[src/rtl/cp0_unit_if.sv]
// M-stage <-> CP0 bundle: mtc0/mfc0 access, exception/interrupt inputs, and the Req/EPC results.
// The pipeline side uses the master modport; the coprocessor uses the slave modport.
interface cp0_unit_if;
  logic [4:0]  A1;
  logic [4:0]  A2;
  logic [31:0] DIn;
  logic        en;
  logic [31:0] PC_M;
  logic        BD_M;
  logic [4:0]  ExcCode_M;
  logic [5:0]  HWInt;
  logic        EXLClr;
  logic        Req;
  logic [31:0] EPC_out;
  logic [31:0] CP0Out;

  modport master (
    output A1, A2, DIn, en, PC_M, BD_M, ExcCode_M, HWInt, EXLClr,
    input  Req, EPC_out, CP0Out
  );

  modport slave (
    input  A1, A2, DIn, en, PC_M, BD_M, ExcCode_M, HWInt, EXLClr,
    output Req, EPC_out, CP0Out
  );
endinterface

[src/rtl/cp0_unit.sv]
// Coprocessor 0: SR/Cause/EPC/PRId, exception and interrupt entry, mtc0/mfc0, eret EXL clear.
// Req, EPC_out and CP0Out are combinational; state updates take one edge; no backpressure.
module cp0_unit #(
  parameter logic [31:0] PRID     = 32'h2023_0007,
  parameter logic [5:0]  IM_RESET = 6'b000000
) (
  input logic        clk,
  input logic        reset,
  cp0_unit_if.slave  bus
);

  localparam logic [4:0] REG_SR    = 5'd12;
  localparam logic [4:0] REG_CAUSE = 5'd13;
  localparam logic [4:0] REG_EPC   = 5'd14;
  localparam logic [4:0] REG_PRID  = 5'd15;

  logic [5:0]  im;
  logic        exl;
  logic        ie;
  logic        bd;
  logic [5:0]  ip;
  logic [4:0]  exc_code;
  logic [31:0] epc;

  logic        int_req;
  logic        exc_req;
  logic        req;
  logic        wr_sr;
  logic        wr_epc;
  logic [31:0] sr_word;
  logic [31:0] cause_word;

  always_comb begin
    int_req = (|(bus.HWInt & im)) & ie & ~exl;
    exc_req = (bus.ExcCode_M != 5'd0) & ~exl;
    req     = (int_req | exc_req) & ~reset;
    wr_sr   = bus.en & (bus.A2 == REG_SR);
    wr_epc  = bus.en & (bus.A2 == REG_EPC);
  end

  always_ff @(posedge clk) begin
    if (reset) begin
      im       <= IM_RESET;
      exl      <= 1'b0;
      ie       <= 1'b0;
      bd       <= 1'b0;
      ip       <= 6'd0;
      exc_code <= 5'd0;
      epc      <= 32'd0;
    end else begin
      ip <= bus.HWInt;
      if (req) begin
        exl      <= 1'b1;
        bd       <= bus.BD_M;
        // An interrupt outranks a simultaneous exception.
        exc_code <= int_req ? 5'd0 : bus.ExcCode_M;
        epc      <= bus.BD_M ? (bus.PC_M - 32'd4) : bus.PC_M;
      end else begin
        if (wr_sr) begin
          im  <= bus.DIn[15:10];
          exl <= bus.DIn[1];
          ie  <= bus.DIn[0];
        end
        if (wr_epc) begin
          epc <= bus.DIn;
        end
        // eret wins over an mtc0 SR write landing on the same edge.
        if (bus.EXLClr) begin
          exl <= 1'b0;
        end
      end
    end
  end

  always_comb begin
    sr_word    = {16'd0, im, 8'd0, exl, ie};
    cause_word = {bd, 15'd0, ip, 3'd0, exc_code, 2'd0};
  end

  always_comb begin
    bus.Req     = req;
    // Forward an in-flight mtc0 EPC so an immediately following eret sees it.
    bus.EPC_out = (wr_epc && !req) ? bus.DIn : epc;
    case (bus.A1)
      REG_SR:    bus.CP0Out = sr_word;
      REG_CAUSE: bus.CP0Out = cause_word;
      REG_EPC:   bus.CP0Out = epc;
      REG_PRID:  bus.CP0Out = PRID;
      default:   bus.CP0Out = 32'd0;
    endcase
  end

endmodule

[src/flat_wrapper.sv]
// flat-port wrapper written by rule: the top's interface ports become plain ports
module cp0_unit_flat 
#(
  parameter logic [31:0] PRID     = 32'h2023_0007,
  parameter logic [5:0]  IM_RESET = 6'b000000
)
  (clk, reset, bus_A1, bus_A2, bus_DIn, bus_en, bus_PC_M, bus_BD_M, bus_ExcCode_M, bus_HWInt, bus_EXLClr, bus_Req, bus_EPC_out, bus_CP0Out);
  cp0_unit_if bus_i ();
  input logic clk;
  input logic reset;
  input wire logic [$bits(bus_i.A1)-1:0] bus_A1;
  input wire logic [$bits(bus_i.A2)-1:0] bus_A2;
  input wire logic [$bits(bus_i.DIn)-1:0] bus_DIn;
  input wire logic [$bits(bus_i.en)-1:0] bus_en;
  input wire logic [$bits(bus_i.PC_M)-1:0] bus_PC_M;
  input wire logic [$bits(bus_i.BD_M)-1:0] bus_BD_M;
  input wire logic [$bits(bus_i.ExcCode_M)-1:0] bus_ExcCode_M;
  input wire logic [$bits(bus_i.HWInt)-1:0] bus_HWInt;
  input wire logic [$bits(bus_i.EXLClr)-1:0] bus_EXLClr;
  output wire logic [$bits(bus_i.Req)-1:0] bus_Req;
  output wire logic [$bits(bus_i.EPC_out)-1:0] bus_EPC_out;
  output wire logic [$bits(bus_i.CP0Out)-1:0] bus_CP0Out;
  assign bus_i.A1 = bus_A1;
  assign bus_i.A2 = bus_A2;
  assign bus_i.DIn = bus_DIn;
  assign bus_i.en = bus_en;
  assign bus_i.PC_M = bus_PC_M;
  assign bus_i.BD_M = bus_BD_M;
  assign bus_i.ExcCode_M = bus_ExcCode_M;
  assign bus_i.HWInt = bus_HWInt;
  assign bus_i.EXLClr = bus_EXLClr;
  assign bus_Req = bus_i.Req;
  assign bus_EPC_out = bus_i.EPC_out;
  assign bus_CP0Out = bus_i.CP0Out;
  cp0_unit #(.PRID(PRID), .IM_RESET(IM_RESET)) u_core (.clk(clk), .reset(reset), .bus(bus_i));
endmodule
[config.mk]
export PLATFORM = sky130hd
export DESIGN_NAME = cp0_unit_flat
export DESIGN_NICKNAME = d
export VERILOG_FILES = /design/src/rtl/cp0_unit_if.sv /design/src/rtl/cp0_unit.sv /design/src/flat_wrapper.sv
export SDC_FILE = /design/constraint.sdc
export NUM_CORES = 1
export LEC_CHECK = 0
export ABC_AREA = 1
export CORE_UTILIZATION = 47
export CTS_CLUSTER_SIZE = 30
export DETAILED_ROUTE_END_ITERATION = 10
export GPL_ROUTABILITY_DRIVEN = 0
export PLACE_DENSITY = 0.95
export SYNTH_ARGS = -nofsm -noshare
export SYNTH_HDL_FRONTEND = slang
export SYNTH_SLANG_ARGS = --single-unit
[constraint.sdc]
create_clock -name clk -period 4.3 [get_ports clk]
set_clock_uncertainty 0.05 [all_clocks]
set_input_delay 0.43 -clock clk [delete_from_list [all_inputs] [get_ports clk]]
set_output_delay 0.43 -clock clk [all_outputs]
set_load 0.1 [all_outputs]
# ---- Word-level counts from Yosys, hierarchy flattened
# Cells that the tools add are included.
dict set report classes {
  addsub 1
  mul 0
  div 0
  order_cmp 0
  n_eq_ne 6
  shift 0
  mux 9
  n_bitwise 11
  n_reduce_logical 7
}
# cell count
set ops {}
lappend ops {{$mux 32} 4}
lappend ops {{$pmux 32 s4} 1}
lappend ops {{$sub 32x3->32 const B} 1}
lappend ops {{$eq 5x4->1 const B} 6}
lappend ops {{$and 1x1->1} 6}
lappend ops {{$and 6x6->6} 1}
lappend ops {{$reduce_or 6->1} 1}
lappend ops {{$mux 5} 1}
lappend ops {{$reduce_bool 5->1} 1}
lappend ops {{$mux 1} 3}
lappend ops {{$not 1->1} 3}
lappend ops {{$reduce_bool 3->1} 1}
lappend ops {{$reduce_and 2->1} 1}
lappend ops {{$reduce_bool 2->1} 1}
lappend ops {{$logic_and 1x1->1} 1}
lappend ops {{$logic_not 1->1} 1}
lappend ops {{$or 1x1->1} 1}
dict set report totals {
  register_bits 52
  latchBits 0
  ramBits 0
  mem_bits_ro 0
  output_inout_bits 65
  elab_cells 41
  n_memories 0
}

# ---- Logic depth before layout (Yosys ltp)
# Gate-level depths: netlist (run 1).
dict set report logic_depth {
  depth_word 9
  depth_mapped 14
  ltp_nobuf 14
}

# ---- Worst setup path after synthesis (run 1)
# OpenSTA, ideal clock, no wires.
dict set report synth_path {
  path_kind {input to output}
  from {in bus_HWInt[2]}
  to {out bus_EPC_out[21]}
  arrival_ns 3.273
  t_required_ns 3.820
  slack_ns 0.547
  stages 9
  cell_sequence {nand2_1 -> nand2_1 -> nor2_1 -> nand2_1 -> nand2_1 -> a21oi_4 -> nor2_2 -> buf_2 -> o21ai_0}
}
dict set report synth_between {
  elab_chain_cells 9
}
# element line
set synth_rtl {}
lappend synth_rtl {{start, declared} flat_wrapper.sv:18} ;# input wire logic [$bits(bus_i.HWInt)-1:0] bus_HWInt;
lappend synth_rtl {{$and 6x6->6} cp0_unit.sv:34} ;# int_req = (|(bus.HWInt & im)) & ie & ~exl;
lappend synth_rtl {{$reduce_or 6->1} cp0_unit.sv:34}
lappend synth_rtl {{$and 1x1->1 (2 in a row)} cp0_unit.sv:34}
lappend synth_rtl {{$or 1x1->1} cp0_unit.sv:36} ;# req = (int_req | exc_req) & ~reset;
lappend synth_rtl {{$and 1x1->1} cp0_unit.sv:36}
lappend synth_rtl {{$logic_not 1->1} cp0_unit.sv:83} ;# bus.EPC_out = (wr_epc && !req) ? bus.DIn : epc;
lappend synth_rtl {{$logic_and 1x1->1} cp0_unit.sv:83}
lappend synth_rtl {{$mux 32} cp0_unit.sv:83}
lappend synth_rtl {{end, declared} flat_wrapper.sv:21} ;# output wire logic [$bits(bus_i.EPC_out)-1:0] bus_EPC_out;
# No other way between the ends.

# ---- Worst setup path in the final report (run 1)
dict set report layout_path {
  from {in bus_HWInt[3]}
  to {out bus_EPC_out[12]}
}
# The elaborated chain is that of the path after synthesis.

==> out/qor.csv, run 1 <==
stage,metric,value,unit
status,status,"finished, final reports clean",
clock_network,Max clock buf depth,2,
timing,Worst Tran Pin Value,1.13,ns
timing,relative slew slack,24.2,%
global_routing,initial antenna violation count,0,
timing,RSZ-0062 raised after global routing,false,
final_layout,"commonest non-fill, non-tap cell in the layout",nand2_1,
timing,Final Cycle Share,78.6,%
worst_hold_path,Min-Delay Path Class,flip-flop to flip-flop,
clock_network,CTS tree,built,
clock_network,post_cts resized,0,
route,DR vias,4954,
pwr,Power Density,264,nW/um2
clock_network,Num CTS Buffers,5,
worst_setup_path,CP Data Arrival Time,2.90,ns
worst_setup_path,crit path launch,bus_HWInt[3],
global_routing,first-pass GRT wire length,21.8,mm
global_routing,grt total ovfl,0,
worst_setup_path,reg2reg start,u_core.im[2],
yosys,Mapped Area,3810,um2
yosys,number of enable flip-flop cells after synthesis,0,
route,vias per std cell,5.46,
global_routing,largest net degree at the start of global routing,65,
floorplanning,I/O Pins,155,
final_layout,sequential cell area,1040,um2
worst_setup_path,crit start category,input pin,
timing,fmax,0.296,GHz
pwr,Worst VDD drop,0.133,mV
place,port bufs,154,
route,ANT nets after route,0,
floorplanning,Initial Util,49.0,%
worst_hold_path,worst hold start,u_core.exc_code[1],
timing,fin worst setup slack,0.919,ns
worst_setup_path,crit end category,output pin,
place,Post-DP HPWL,10.4,mm
timing,final count of pins violating max slew,0,
yosys,Yosys reg bits,52,
floorplanning,Die ar.,8470,um2
final_layout,Fillers,605,
yosys,"Seq/Total Area, Yosys",27.3,%
timing,setup TNS,0,ns
timing,min cycle time layout,3.38,ns
clock_network,Post-CTS Hold Buffers,0,
global_routing,vias in the first global route,4711,
yosys,total number of yosys warnings,0,
place,Post-DP Area,5600,um2
clock_network,post-CTS setup buffers,0,
clock_network,H-tree levels,2,
floorplanning,Rows,32,
timing,final setup fails,0,
floorplanning,Die Y,92.0,um
route,Iter 0 DRT Violations,396,
worst_setup_path,Crit Path Max Fanout,64,
route,drt wl/cell,14.7,um
yosys,leading register cell type out of synthesis,dfxtp_1,
route,final wirelength,13.3,mm
clock_network,"Reg clk slew, reported paths",0.09,ns
final_layout,Layout area overhead,49.5,%
yosys,Syn Area/Cell,5.74,um2
clock_network,clock root cell,clkbuf_8,
floorplanning,core area,7770,um2
yosys,post-synth net total,755,
clock_network,clock latency on the worst-skew pair,0.31,ns
final_layout,most frequent cells in the layout,"nand2_1, inv_1, nand3_1, nor2_1, clkdlybuf4s50_1",
floorplanning,Die W,92.0,um
worst_setup_path,R2R depth,11,
yosys,synth unique cells,32,
clock_network,Clock Sinks,52,
final_layout,layout cells sized above 1,10.8,%
timing,"Hold Vio Cnt, Final",0,
worst_hold_path,hold path depth,2,
route,1st-pass router iterations,5,
flow_run,Max-Cap Viols,0,
final_layout,multi-input combinational cell area,2240,um2
final_layout,nets@finish,895,
final_layout,"Design Area, Final",5690,um2
place,post-place setup slack,0.994,ns
yosys,cell count after synthesis,664,
timing,hold slack,0.430,ns
yosys,Post-synth ARST share,0,%
worst_setup_path,Crit Path Category,input pin to output pin,
pwr,Power Total,1.51,mW
pwr,LEAKAGE,2.71,nW
global_routing,GRT Total Usage,31.9,%
final_layout,# diodes,0,
route,DRC viols,0,
worst_setup_path,WP data required,3.82,ns
[cell type report]
cell class	instances	share of cell area [%]
repair buffers	158	31.6
clock buffers	8	1.58
well taps	102	2.24
flip-flops and latches	52	18.3
multi-input cells	480	39.3
inverters	107	7.05
[state kept, by name, indices dropped and copies added, names as in the netlist]
signal,count
u_core.bd,1
u_core.ie,1
u_core.exc_code,5
u_core.epc,32
u_core.ip,6
u_core.exl,1
u_core.im,6
[metrics by stage]
stage	instances	utilization (%)
after floorplan	664	-
after global placement	899	72.1
after detailed placement	899	72.1
after CTS	907	73.3
after global routing	907	73.3
final	907	73.3
[logic make-up after synthesis]
group	share of synthesized area, %
AND/OR/NAND/NOR	43.5
adder cells (fa/ha/maj)	0.328
flip-flops	27.3
buffers and inverters	13.9
multiplexers	0.263
XOR/XNOR	2.53
AO/OA/AOI/OAI	12.2
[layer usage]
layer	part of all wire [%]	track usage, %	wire length (um)
met4	3.4	13.4	458
met5	0	0	0
met2	49	55.8	6540
met1	39	38.9	5170
met3	8.6	4.64	1150
[power by group]
group	switching, mW	internal (mW)	total (mW)
Clock	0.161	0.132	0.292
Sequential	0.0172	0.518	0.535
Combinational	0.437	0.241	0.678
[worst max-delay path, stage by stage]
cell	delay (ns)
clkdlybuf4s50_1	0.44
nand2_1	0.09
nand2_1	0.06
nor2_1	0.09
nand2_1	0.06
nand2_1	0.16
nand2_2	0.26
nand2_4	0.57
nand3_1	0.24
o21ai_0	0.25
buf_12	0.23
[synth_stat cells, types with 2 or more instances]
master,number,area (um2)
a21oi_1,9,45.0
and2_1,2,12.5
buf_1,4,15.0
buf_2,10,50.1
buf_4,6,45.0
clkbuf_1,5,18.8
dfxtp_1,52,1040
inv_1,105,394
inv_2,2,7.51
nand2_1,155,582
nand2_2,3,18.8
nand3_1,105,526
nand4_1,6,37.5
nor2_1,101,379
nor2_2,2,12.5
nor2_4,2,22.5
nor3_1,4,20.0
o211ai_1,8,60.1
o21ai_0,58,290
o21bai_1,3,22.5
o221ai_1,2,17.5
xnor2_1,2,17.5
xor2_1,9,78.8
[worst paths after layout]
path | endpoint | slack (ns)
max | bus_EPC_out[12] | 0.92
min | u_core.exc_code[1] | 0.43
max reg2reg | u_core.epc[6] | 1.83
min reg2reg | u_core.exc_code[1] | 0.43
Power figures use the tool's default switching activity.
==> run 2, diff against run 1 <==
--- a/config.mk
+++ b/config.mk
@@ -6,11 +6,11 @@
 export NUM_CORES = 1
 export LEC_CHECK = 0
 export ABC_AREA = 1
-export CORE_UTILIZATION = 47
+export CORE_UTILIZATION = 44
 export CTS_CLUSTER_SIZE = 30
 export DETAILED_ROUTE_END_ITERATION = 10
 export GPL_ROUTABILITY_DRIVEN = 0
-export PLACE_DENSITY = 0.95
+export PLACE_DENSITY = 0.93
 export SYNTH_ARGS = -nofsm -noshare
 export SYNTH_HDL_FRONTEND = slang
 export SYNTH_SLANG_ARGS = --single-unit
==> constraint.sdc (replaced) <==
create_clock -name clk -period 3.4 [get_ports clk]
set_clock_uncertainty 0.05 [all_clocks]
set_input_delay 0.34 -clock clk [delete_from_list [all_inputs] [get_ports clk]]
set_output_delay 0.34 -clock clk [all_outputs]
set_load 0.1 [all_outputs]
==> out/qor.csv, run 2 (synthesis results as in run 1) <==
stage,metric,value,unit,change
final_layout,# diodes,0,,unchanged
global_routing,vias in the first global route,4787,,+1.6%
timing,"Hold Vio Cnt, Final",0,,unchanged
worst_setup_path,crit start category,input pin,,
timing,setup TNS,0,ns,unchanged
final_layout,Layout area overhead,61.2,%,
worst_setup_path,"setup slack, reg-to-reg",0.82,ns,-1.01 ns
global_routing,largest net degree at the start of global routing,59,,-9.2%
timing,Final Cycle Share,95.2,%,
final_layout,multi-input combinational cell area,2240,um2,+0.22%
worst_setup_path,R2R depth,11,,unchanged
final_layout,Largest regs,"u_core.epc (32), u_core.im (6), u_core.ip (6)",,
final_layout,most frequent cells in the layout,"nand2_1, inv_1, nand3_1, nor2_1, clkdlybuf4s50_1",,
route,drt wl/cell,16.0,um,+8.9%
final_layout,Top reg by flops,u_core.epc,,
global_routing,grt total ovfl,0,,unchanged
clock_network,clock root cell,clkbuf_8,,
final_layout,nets@finish,898,,+0.34%
final_layout,layout cells sized above 1,11.4,%,+0.58 points
route,final wirelength,14.6,mm,+9.6%
global_routing,GRT Total Usage,32.3,%,+0.39 points
flow_run,Max-Cap Viols,0,,unchanged
timing,final setup fails,0,,unchanged
worst_setup_path,crit end category,output pin,,
worst_setup_path,Crit Path Category,input pin to output pin,,
worst_setup_path,reg2reg start,u_core.im[2],,
floorplanning,Die ar.,9030,um2,+6.7%
route,DRC viols,0,,unchanged
floorplanning,Initial Util,45.9,%,-3.1 points
worst_setup_path,WP data required,3.01,ns,-0.81 ns
pwr,Power Density,316,nW/um2,+19%
pwr,LEAKAGE,2.81,nW,+4.0%
floorplanning,Die Y,95.0,um,+3.3%
floorplanning,I/O Pins,155,,unchanged
place,port bufs,154,,unchanged
clock_network,clock latency on the worst-skew pair,0.31,ns,about the same
final_layout,sequential cell area,1040,um2,unchanged
floorplanning,Die W,95.0,um,+3.3%
pwr,Power Total,1.94,mW,+29%
worst_setup_path,CP Data Arrival Time,2.85,ns,-0.05 ns
final_layout,"commonest non-fill, non-tap cell in the layout",nand2_1,,
route,vias per std cell,5.57,,+1.9%
clock_network,H-tree levels,2,,unchanged
worst_setup_path,reg2reg end,u_core.epc[24],,
timing,RSZ-0062 raised after global routing,false,,
worst_setup_path,crit path launch,bus_HWInt[1],,
clock_network,CTS tree,built,,
global_routing,first-pass GRT wire length,22.6,mm,+3.5%
clock_network,Max clock buf depth,2,,unchanged
final_layout,Fillers,604,,-0.17%
final_layout,Largest register FFs,32,,unchanged
place,Post-DP HPWL,11.1,mm,+6.9%
floorplanning,core area,8300,um2,+6.8%
clock_network,"Reg clk slew, reported paths",0.10,ns,about the same
route,ANT nets after route,0,,unchanged
timing,Worst Tran Pin Value,0.904,ns,-0.231 ns
worst_setup_path,Crit Path Max Fanout,58,,-9.4%
route,Iter 0 DRT Violations,444,,+12%
status,status,"finished, final reports clean",,
timing,fmax,0.309,GHz,
timing,final count of pins violating max slew,0,,unchanged
clock_network,Clock Sinks,52,,unchanged
clock_network,Num CTS Buffers,5,,unchanged
worst_setup_path,Critical Path End,bus_EPC_out[20],,
timing,min cycle time layout,3.24,ns,
final_layout,"Design Area, Final",6140,um2,+7.8%
route,DR vias,5083,,+2.6%
pwr,Worst VDD drop,0.179,mV,+35%
place,Post-DP Area,6040,um2,+7.8%
global_routing,initial antenna violation count,0,,unchanged
route,1st-pass router iterations,5,,unchanged
worst_hold_path,Min-Delay Path Class,flip-flop to flip-flop,,
timing,relative slew slack,39.2,%,+15 points
floorplanning,Rows,33,,+3.1%
run 2: changes by cell type in the layout (fill, tap and decap cells not counted), moves of 2 or more:
cell	change
buf_4	-30
clkbuf_1	-2
o21ai_1	+2
buf_12	+33
o21ai_0	-2
run 2: worst max-delay path: stages:
cell and delay (ns):
clkdlybuf4s50_1 0.46, nand2_1 0.10, nand2_1 0.05, nor2_1 0.08
nand2_1 0.05, nand2_1 0.16, nand2_2 0.28, nand2_4 0.58
nand3_1 0.20, o21ai_0 0.28, buf_12 0.25
run 2: power breakdown:
group / switching, mW / total (mW) / internal [mW]
logic: 0.566 / 0.887 / 0.321
clock network: 0.226 / 0.375 / 0.148
registers: 0.0223 / 0.677 / 0.655
total: 0.815 / 1.94 / 1.12
run 2: area by class of cell:
type	instances	share of cell area, %
tap	105	2.14
sequential	52	17.0
clock buffer	5	1.12
clock inverter	3	0.367
inverter	107	6.54
timing repair buffer	161	36.4
multi-input combinational	480	36.5
run 2: timing repair:
item,CTS,global route
setup buffers,0,0
setup endpoints to repair,0,28
gates resized for setup,0,1
hold buffers,0,0
run 2: worst min path at each step:
stage	startpoint	slack, ns	to	depth (start not counted)
after floorplan	reset	0.36	u_core.ip[1]	1
after global routing	u_core.exc_code[3]	0.45	u_core.exc_code[3]	2
after detailed placement	u_core.exc_code[3]	0.41	u_core.exc_code[3]	2
after global placement	u_core.exc_code[3]	0.40	u_core.exc_code[3]	2
after CTS	u_core.exc_code[3]	0.43	u_core.exc_code[3]	2
final	u_core.exc_code[3]	0.43	u_core.exc_code[3]	2
run 2: metrics by stage:
stage | utilization, % | hold slack (ns) | cells | worst slack, ns
global placement | 72.8 | 0.401 | 905 | 0.154
floorplan | - | 0.361 | 664 | -0.173
CTS | 73.9 | 0.428 | 913 | 0.0601
global route | 74.0 | 0.453 | 913 | 0.0560
finish | 74.0 | 0.433 | 913 | 0.165
detailed placement | 72.8 | 0.413 | 905 | 0.0683
run 2: per-layer routing:
| layer | track usage (%) | routed length (um) | up-vias |
|---|---|---|---|
| met5 | 0 | 0 | - |
| met4 | 14.5 | 553 | 0 |
| met3 | 6.38 | 1570 | 56 |
| met2 | 58.2 | 7250 | 360 |
| met1 | 36.7 | 5210 | 2284 |
| li1 | - | - | 2383 |
